==> src/rtl/pll_reconfig_ctrl_pkg.sv <==
// Shared types for the PLL reconfiguration sequencer in CLOCK_MGMT.
package pll_reconfig_ctrl_pkg;

  typedef enum logic [2:0] {
    IDLE,
    LOAD,
    PULSE,
    WAIT_DONE,
    WAIT_LOCK,
    FAIL,
    OK
  } pll_ctrl_state_t;

  typedef enum logic [1:0] {
    ERR_NONE    = 2'd0,
    ERR_DONE_TO = 2'd1,
    ERR_LOCK_TO = 2'd2
  } pll_ctrl_err_t;

  function automatic int unsigned max_u(input int unsigned a, input int unsigned b);
    return (a > b) ? a : b;
  endfunction

endpackage

==> src/rtl/pll_reconfig_ctrl_if.sv <==
// Request handshake between LTPI link/speed logic and the PLL reconfig sequencer.
interface pll_reconfig_ctrl_if #(
  parameter int unsigned CFG_W = 3
);
  logic             req_valid;
  logic [CFG_W-1:0] req_cfg;
  logic             req_ready;

  modport master (output req_valid, output req_cfg, input req_ready);
  modport slave  (input req_valid, input req_cfg, output req_ready);
endinterface

==> src/rtl/pll_lock_sync.sv <==
// Synchronizes raw PLL lock into mgmt_clk, qualifies it as stable and flags lock loss.
module pll_lock_sync #(
  parameter int unsigned LOCK_STABLE = 16
) (
  input  logic mgmt_clk,
  input  logic reset_n,
  input  logic pll_locked,
  input  logic in_idle,
  input  logic clear,
  output logic stable,
  output logic lock_lost
);
  localparam int unsigned SW = $clog2(LOCK_STABLE + 1);

  logic          meta;
  logic          lock_s;
  logic [SW-1:0] cnt;

  assign stable = (cnt == SW'(LOCK_STABLE));

  always_ff @(posedge mgmt_clk or negedge reset_n) begin
    if (!reset_n) begin
      meta      <= 1'b0;
      lock_s    <= 1'b0;
      cnt       <= '0;
      lock_lost <= 1'b0;
    end else begin
      meta      <= pll_locked;
      lock_s    <= meta;
      // A low lock_s also clears the counter, so this fires only once per drop.
      lock_lost <= in_idle && stable && !lock_s;
      if (clear || !lock_s) cnt <= '0;
      else if (!stable)     cnt <= cnt + 1'b1;
    end
  end
endmodule

==> src/rtl/pll_reconfig_ctrl.sv <==
// Sequences m10_pll_top reconfiguration: load config, pulse reconfig, wait for
// done and stable lock, retry on timeout, report ok/err.
module pll_reconfig_ctrl
  import pll_reconfig_ctrl_pkg::*;
#(
  parameter int unsigned CFG_W        = 3,
  parameter int unsigned DEFAULT_CFG  = 0,
  parameter int unsigned DONE_TIMEOUT = 1023,
  parameter int unsigned LOCK_TIMEOUT = 4095,
  parameter int unsigned LOCK_STABLE  = 16,
  parameter int unsigned MAX_RETRY    = 2
) (
  input  logic               mgmt_clk,
  input  logic               reset_n,
  pll_reconfig_ctrl_if.slave req,
  output logic [CFG_W-1:0]   pll_configuration,
  output logic               pll_reconfig,
  input  logic               pll_configuration_done,
  input  logic               pll_locked,
  output logic [CFG_W-1:0]   cur_cfg,
  output logic               busy,
  output logic               cfg_ok,
  output logic               cfg_err,
  output logic [1:0]         err_code,
  output logic               lock_lost
);
  localparam int unsigned TMAX = max_u(DONE_TIMEOUT, LOCK_TIMEOUT);
  localparam int unsigned TW   = $clog2(TMAX + 1);
  localparam int unsigned AW   = $clog2(MAX_RETRY + 2);

  pll_ctrl_state_t  state, next;
  pll_ctrl_err_t    fail_code;
  logic [CFG_W-1:0] cfg_q;
  logic [TW-1:0]    timer;
  logic [AW-1:0]    attempt;
  logic             stable;
  logic             clr_stable;

  pll_lock_sync #(.LOCK_STABLE(LOCK_STABLE)) u_lock_sync (
    .mgmt_clk   (mgmt_clk),
    .reset_n    (reset_n),
    .pll_locked (pll_locked),
    .in_idle    (state == IDLE),
    .clear      (clr_stable),
    .stable     (stable),
    .lock_lost  (lock_lost)
  );

  assign req.req_ready = ~busy;

  always_comb begin
    next       = state;
    clr_stable = 1'b0;
    unique case (state)
      IDLE:      if (req.req_valid)
                   next = (req.req_cfg == cur_cfg && stable) ? OK : LOAD;
      LOAD:      next = PULSE;
      PULSE:     next = WAIT_DONE;
      // done has priority over a coincident timeout
      WAIT_DONE: if (pll_configuration_done) begin
                   next       = WAIT_LOCK;
                   clr_stable = 1'b1;
                 end else if (timer == TW'(DONE_TIMEOUT)) next = FAIL;
      WAIT_LOCK: if (stable) next = OK;
                 else if (timer == TW'(LOCK_TIMEOUT)) next = FAIL;
      FAIL:      next = (attempt < AW'(MAX_RETRY)) ? LOAD : IDLE;
      OK:        next = IDLE;
      default:   next = IDLE;
    endcase
  end

  always_ff @(posedge mgmt_clk or negedge reset_n) begin
    if (!reset_n) begin
      state             <= IDLE;
      cfg_q             <= CFG_W'(DEFAULT_CFG);
      pll_configuration <= CFG_W'(DEFAULT_CFG);
      cur_cfg           <= CFG_W'(DEFAULT_CFG);
      pll_reconfig      <= 1'b0;
      busy              <= 1'b0;
      cfg_ok            <= 1'b0;
      cfg_err           <= 1'b0;
      err_code          <= ERR_NONE;
      fail_code         <= ERR_NONE;
      timer             <= '0;
      attempt           <= '0;
    end else begin
      state        <= next;
      pll_reconfig <= (next == PULSE);
      busy         <= (next != IDLE);
      cfg_ok       <= (state == OK);
      cfg_err      <= (state == FAIL) && (next == IDLE);
      unique case (state)
        IDLE:      if (req.req_valid) begin
                     cfg_q    <= req.req_cfg;
                     attempt  <= '0;
                     err_code <= ERR_NONE;
                   end
        LOAD:      pll_configuration <= cfg_q;
        PULSE:     timer <= '0;
        WAIT_DONE: begin
                     if (pll_configuration_done) timer <= '0;
                     else if (timer != TW'(TMAX)) timer <= timer + 1'b1;
                     if (next == FAIL) fail_code <= ERR_DONE_TO;
                   end
        WAIT_LOCK: begin
                     if (timer != TW'(TMAX)) timer <= timer + 1'b1;
                     if (next == FAIL) fail_code <= ERR_LOCK_TO;
                   end
        FAIL:      if (next == LOAD) attempt  <= attempt + 1'b1;
                   else              err_code <= fail_code;
        OK:        cur_cfg <= cfg_q;
        default:   ;
      endcase
    end
  end
endmodule

==> src/flat_wrapper.sv <==
// flat-port wrapper written by rule: the top's interface ports become plain ports
module pll_reconfig_ctrl_flat import pll_reconfig_ctrl_pkg::*;
#(
  parameter int unsigned CFG_W        = 3,
  parameter int unsigned DEFAULT_CFG  = 0,
  parameter int unsigned DONE_TIMEOUT = 1023,
  parameter int unsigned LOCK_TIMEOUT = 4095,
  parameter int unsigned LOCK_STABLE  = 16,
  parameter int unsigned MAX_RETRY    = 2
)
  (mgmt_clk, reset_n, pll_configuration, pll_reconfig, pll_configuration_done, pll_locked, cur_cfg, busy, cfg_ok, cfg_err, err_code, lock_lost, req_req_valid, req_req_cfg, req_req_ready);
  pll_reconfig_ctrl_if #(.CFG_W(CFG_W)) req_i ();
  input  logic mgmt_clk;
  input  logic reset_n;
  output logic [CFG_W-1:0] pll_configuration;
  output logic pll_reconfig;
  input  logic pll_configuration_done;
  input  logic pll_locked;
  output logic [CFG_W-1:0] cur_cfg;
  output logic busy;
  output logic cfg_ok;
  output logic cfg_err;
  output logic [1:0] err_code;
  output logic lock_lost;
  input wire logic [$bits(req_i.req_valid)-1:0] req_req_valid;
  input wire logic [$bits(req_i.req_cfg)-1:0] req_req_cfg;
  output wire logic [$bits(req_i.req_ready)-1:0] req_req_ready;
  assign req_i.req_valid = req_req_valid;
  assign req_i.req_cfg = req_req_cfg;
  assign req_req_ready = req_i.req_ready;
  pll_reconfig_ctrl #(.CFG_W(CFG_W), .DEFAULT_CFG(DEFAULT_CFG), .DONE_TIMEOUT(DONE_TIMEOUT), .LOCK_TIMEOUT(LOCK_TIMEOUT), .LOCK_STABLE(LOCK_STABLE), .MAX_RETRY(MAX_RETRY)) u_core (.mgmt_clk(mgmt_clk), .reset_n(reset_n), .req(req_i), .pll_configuration(pll_configuration), .pll_reconfig(pll_reconfig), .pll_configuration_done(pll_configuration_done), .pll_locked(pll_locked), .cur_cfg(cur_cfg), .busy(busy), .cfg_ok(cfg_ok), .cfg_err(cfg_err), .err_code(err_code), .lock_lost(lock_lost));
endmodule
==> config.mk <==
export PLATFORM = sky130hd
export DESIGN_NAME = pll_reconfig_ctrl_flat
export DESIGN_NICKNAME = d
export VERILOG_FILES = /design/src/rtl/pll_reconfig_ctrl_pkg.sv /design/src/rtl/pll_reconfig_ctrl_if.sv /design/src/rtl/pll_lock_sync.sv /design/src/rtl/pll_reconfig_ctrl.sv /design/src/flat_wrapper.sv
export SDC_FILE = /design/constraint.sdc
export NUM_CORES = 1
export LEC_CHECK = 0
export BUFFER_PORTS_ARGS = -buffer_cell sky130_fd_sc_hd__buf_4
export CAP_MARGIN = 10
export CORE_UTILIZATION = 45
export DETAILED_ROUTE_END_ITERATION = 10
export PLACE_DENSITY = 0.63
export SYNTH_ARGS = -nofsm -noshare
export SYNTH_HDL_FRONTEND = slang
export SYNTH_SLANG_ARGS = --single-unit
export TNS_END_PERCENT = 50
==> constraint.sdc <==
create_clock -name mgmt_clk -period 2.6 [get_ports mgmt_clk]
set_clock_uncertainty 0.05 [all_clocks]
set_input_delay 0.52 -clock mgmt_clk [delete_from_list [all_inputs] [get_ports mgmt_clk]]
set_output_delay 0.52 -clock mgmt_clk [all_outputs]
set_load 0.01 [all_outputs]
==> qor.yml <==
period_share: 0.776
first_pass_iters: 4
cts_resized: 0
met3_usage: 0.0509
netlist_area_sq_um: 2040
grt_pass1_vias: 1540
pin_count: 22
yosys-top-cells-area: "dfrtp_1 52%, mux2_2 5.0%, a21oi_1 4.4%, nor2_1 3.5%, xor2_1 2.6%"
finalHoldViolCount: 0
cp_num_buf_inv: 0
routabilityCongestion: 0.819
path_cells: "ha_1 > nand3_1 > o32ai_2 > o21ai_0 > a21oi_1"
reg2reg_from: "u_core.timer[0]$_DFFE_PN0P_"
hp-class: "input pin to async pin"
start_util: 0.468
r2r_end: "u_core.timer[5]$_DFFE_PN0P_"
synth_nets: 201
seq_area_sq_um: 1050
cts_sinks: 42
worstRegToRegCells: 5
slew_headroom: 0.497
synth_seq_cells: 42
cp-end-kind: "register"
start_kind: "register"
cts_max_path_buffers: 2
drt-wirelength-per-cell_um: 15.7
worst_ep_required_time_ns: 2.77
synth.most_common_cell: "dfrtp_1"
max-cap-violations: 0
vias: 1541
grt_max_degree: 43
synth_top_area_frac: 0.516
use_met1: 0.234
path_class: "register to register"
ys_top_cells_by_count: "42 x dfrtp_1, 19 x nor2_1, 18 x a21oi_1"
area_growth_pct: 13.5
gr-max-usage-layer: "met2"
crit_family: "compound AO/OA/AOI/OAI gates"
setup_viol: 0
grt.met2_usage: 0.319
totalPowerFinal_mw: 2.15
clkTransAtPathRegs_ns: 0.07
status: "complete, no violations"
antenna_found_initial: 0
slowest_stage: "o32ai_2"
fp.dieW_um: 69.3
rsz0062_at_grt: "no"
viasPerCell: 5.79
routed_wl_mm: 4.17
period_minus_slack_ns: 2.02
grt-ovfl-total: 0
cpPeakStageDelay_ns: 0.72
synth_seq_area_share: 0.516
drt_iter0_drc: 69
num_rows: 24
synth_top_area_cell: "dfrtp_1"
die_area_sq_um: 4800
synthFlopType: "dfrtp_1"
finalNetCount: 225
detail-route-antenna-nets: 0
ir_drop_v: 0.000540
syn_inst: 190
core_sq_um: 4350
p_leak_nw: 1.02
dp_hpwl_mm: 2.99
synth_edf_count: 0
die_height_um: 69.3
tns_ns: 0
timing.fmax_ghz: 0.496
cts_buffers: 5
htree_levels: 2
worst_pin_slew_ns: 0.754
cts-root-buf: "clkbuf_8"
multiInputGateArea_sq_um: 937
hold_buffers: 0
ff2ff_setup_slack_ns: 0.58
drv_slew: 0
clk_latency_ns: 0.29
postCtsSetupRepairBufs: 0
cts_tree: "built"
grt_pass1_wl_mm: 7.29
synth.distinct_cells: 49
arrival_ns: 2.19
track_usage: 0.191
syn_avg_cell_area_sq_um: 10.7
p_per_area_nw_per_um2: 930
cp_max_fo: 14
synthArstFlopShare: 1.00
ys.warnings.count: 0
diodes: 0
drive_gt1_frac: 0.210
port_buffers: 21
fillCellCount: 400
drc: 0
==> sequential cells by signal, summed over array words and instances, names as in the netlist <==
signal / flops
u_core.u_lock_sync.cnt: 5
u_core.state: 3
u_core.u_lock_sync.lock_s: 1
u_core.pll_configuration: 3
u_core.cfg_err: 1
u_core.cur_cfg: 3
u_core.busy: 1
u_core.attempt: 2
u_core.err_code: 2
u_core.cfg_ok: 1
u_core.u_lock_sync.lock_lost: 1
u_core.pll_reconfig: 1
u_core.fail_code: 2
u_core.cfg_q: 3
u_core.u_lock_sync.meta: 1
u_core.timer: 12
==> power by group <==
part / total, mW / leakage [nW] / internal, mW / switching (mW)
Clock: 0.392 / 0.0383 / 0.185 / 0.207
Combinational: 0.760 / 0.434 / 0.367 / 0.393
Sequential: 0.999 / 0.547 / 0.811 / 0.188
Total: 2.15 / 1.02 / 1.36 / 0.788
==> cells by family (layout without fill, tap and decap cells) <==
family / Yosys count / count (layout) / synth area share
xor+xnor: 7 / 7 / 0.0301
fa+ha+maj: 3 / 3 / 0.0184
mux: 10 / 10 / 0.0546
simple gates: 77 / 77 / 0.234
flops: 42 / 42 / 0.516
compound gates: 40 / 40 / 0.123
buf+inv: 11 / 35 / 0.0246
==> layer usage <==
layer / part of all wire / up-vias
met4: 0.019 / 0
met2: 0.51 / 31
met3: 0.033 / 9
met5: 0 / -
li1: - / 740
met1: 0.44 / 761
==> cell usage in the layout, fill, tap and decap left out, types with 2 or more instances in the layout <==
cell type,count
nor3b_2,3
nor3b_1,2
nor3_1,4
a211oi_1,2
a21oi_1,18
buf_4,21
ha_1,3
nand4_1,5
clkbuf_1,2
mux2_2,9
clkbuf_8,5
nor2_1,19
nand3_1,10
a22o_1,2
nand2b_1,3
o21ai_1,2
o21ai_0,6
or4_1,2
or3b_2,2
xor2_1,6
inv_1,7
or3_1,5
and4b_1,2
and4_1,2
nand3b_1,2
nand2_1,6
dfrtp_1,42
==> how the worst max path moves through the flow <==
stage                                startpoint                           to  cells after the start
floorplan           u_core.timer[0]$_DFFE_PN0P_  u_core.timer[1]$_DFFE_PN0P_                      6
global placement    u_core.timer[0]$_DFFE_PN0P_  u_core.timer[1]$_DFFE_PN0P_                      5
detailed placement  u_core.timer[0]$_DFFE_PN0P_  u_core.timer[1]$_DFFE_PN0P_                      5
CTS                 u_core.timer[0]$_DFFE_PN0P_  u_core.timer[1]$_DFFE_PN0P_                      5
global route        u_core.timer[0]$_DFFE_PN0P_  u_core.timer[1]$_DFFE_PN0P_                      5
finish              u_core.timer[0]$_DFFE_PN0P_  u_core.timer[5]$_DFFE_PN0P_                      5
==> metrics by stage <==
step	area (sq um)	utilization	hold WS (ns)	setup slack (ns)	instances
after floorplan	2040	-	0.174	0.958	190
final	2310	0.531	0.150	0.583	266
after detailed placement	2240	0.514	0.286	0.592	259
after CTS	2310	0.531	0.169	0.572	266
after global placement	2240	0.514	0.285	0.687	259
after global routing	2310	0.531	0.195	0.393	266
==> final cells by class <==
type | count | share of cell area
multi-input combinational | 137 | 0.405
inverter | 7 | 0.0114
timing repair buffer | 21 | 0.0681
clock buffer | 7 | 0.0330
tap | 52 | 0.0281
sequential | 42 | 0.454
(Power assumes the default switching activity.)
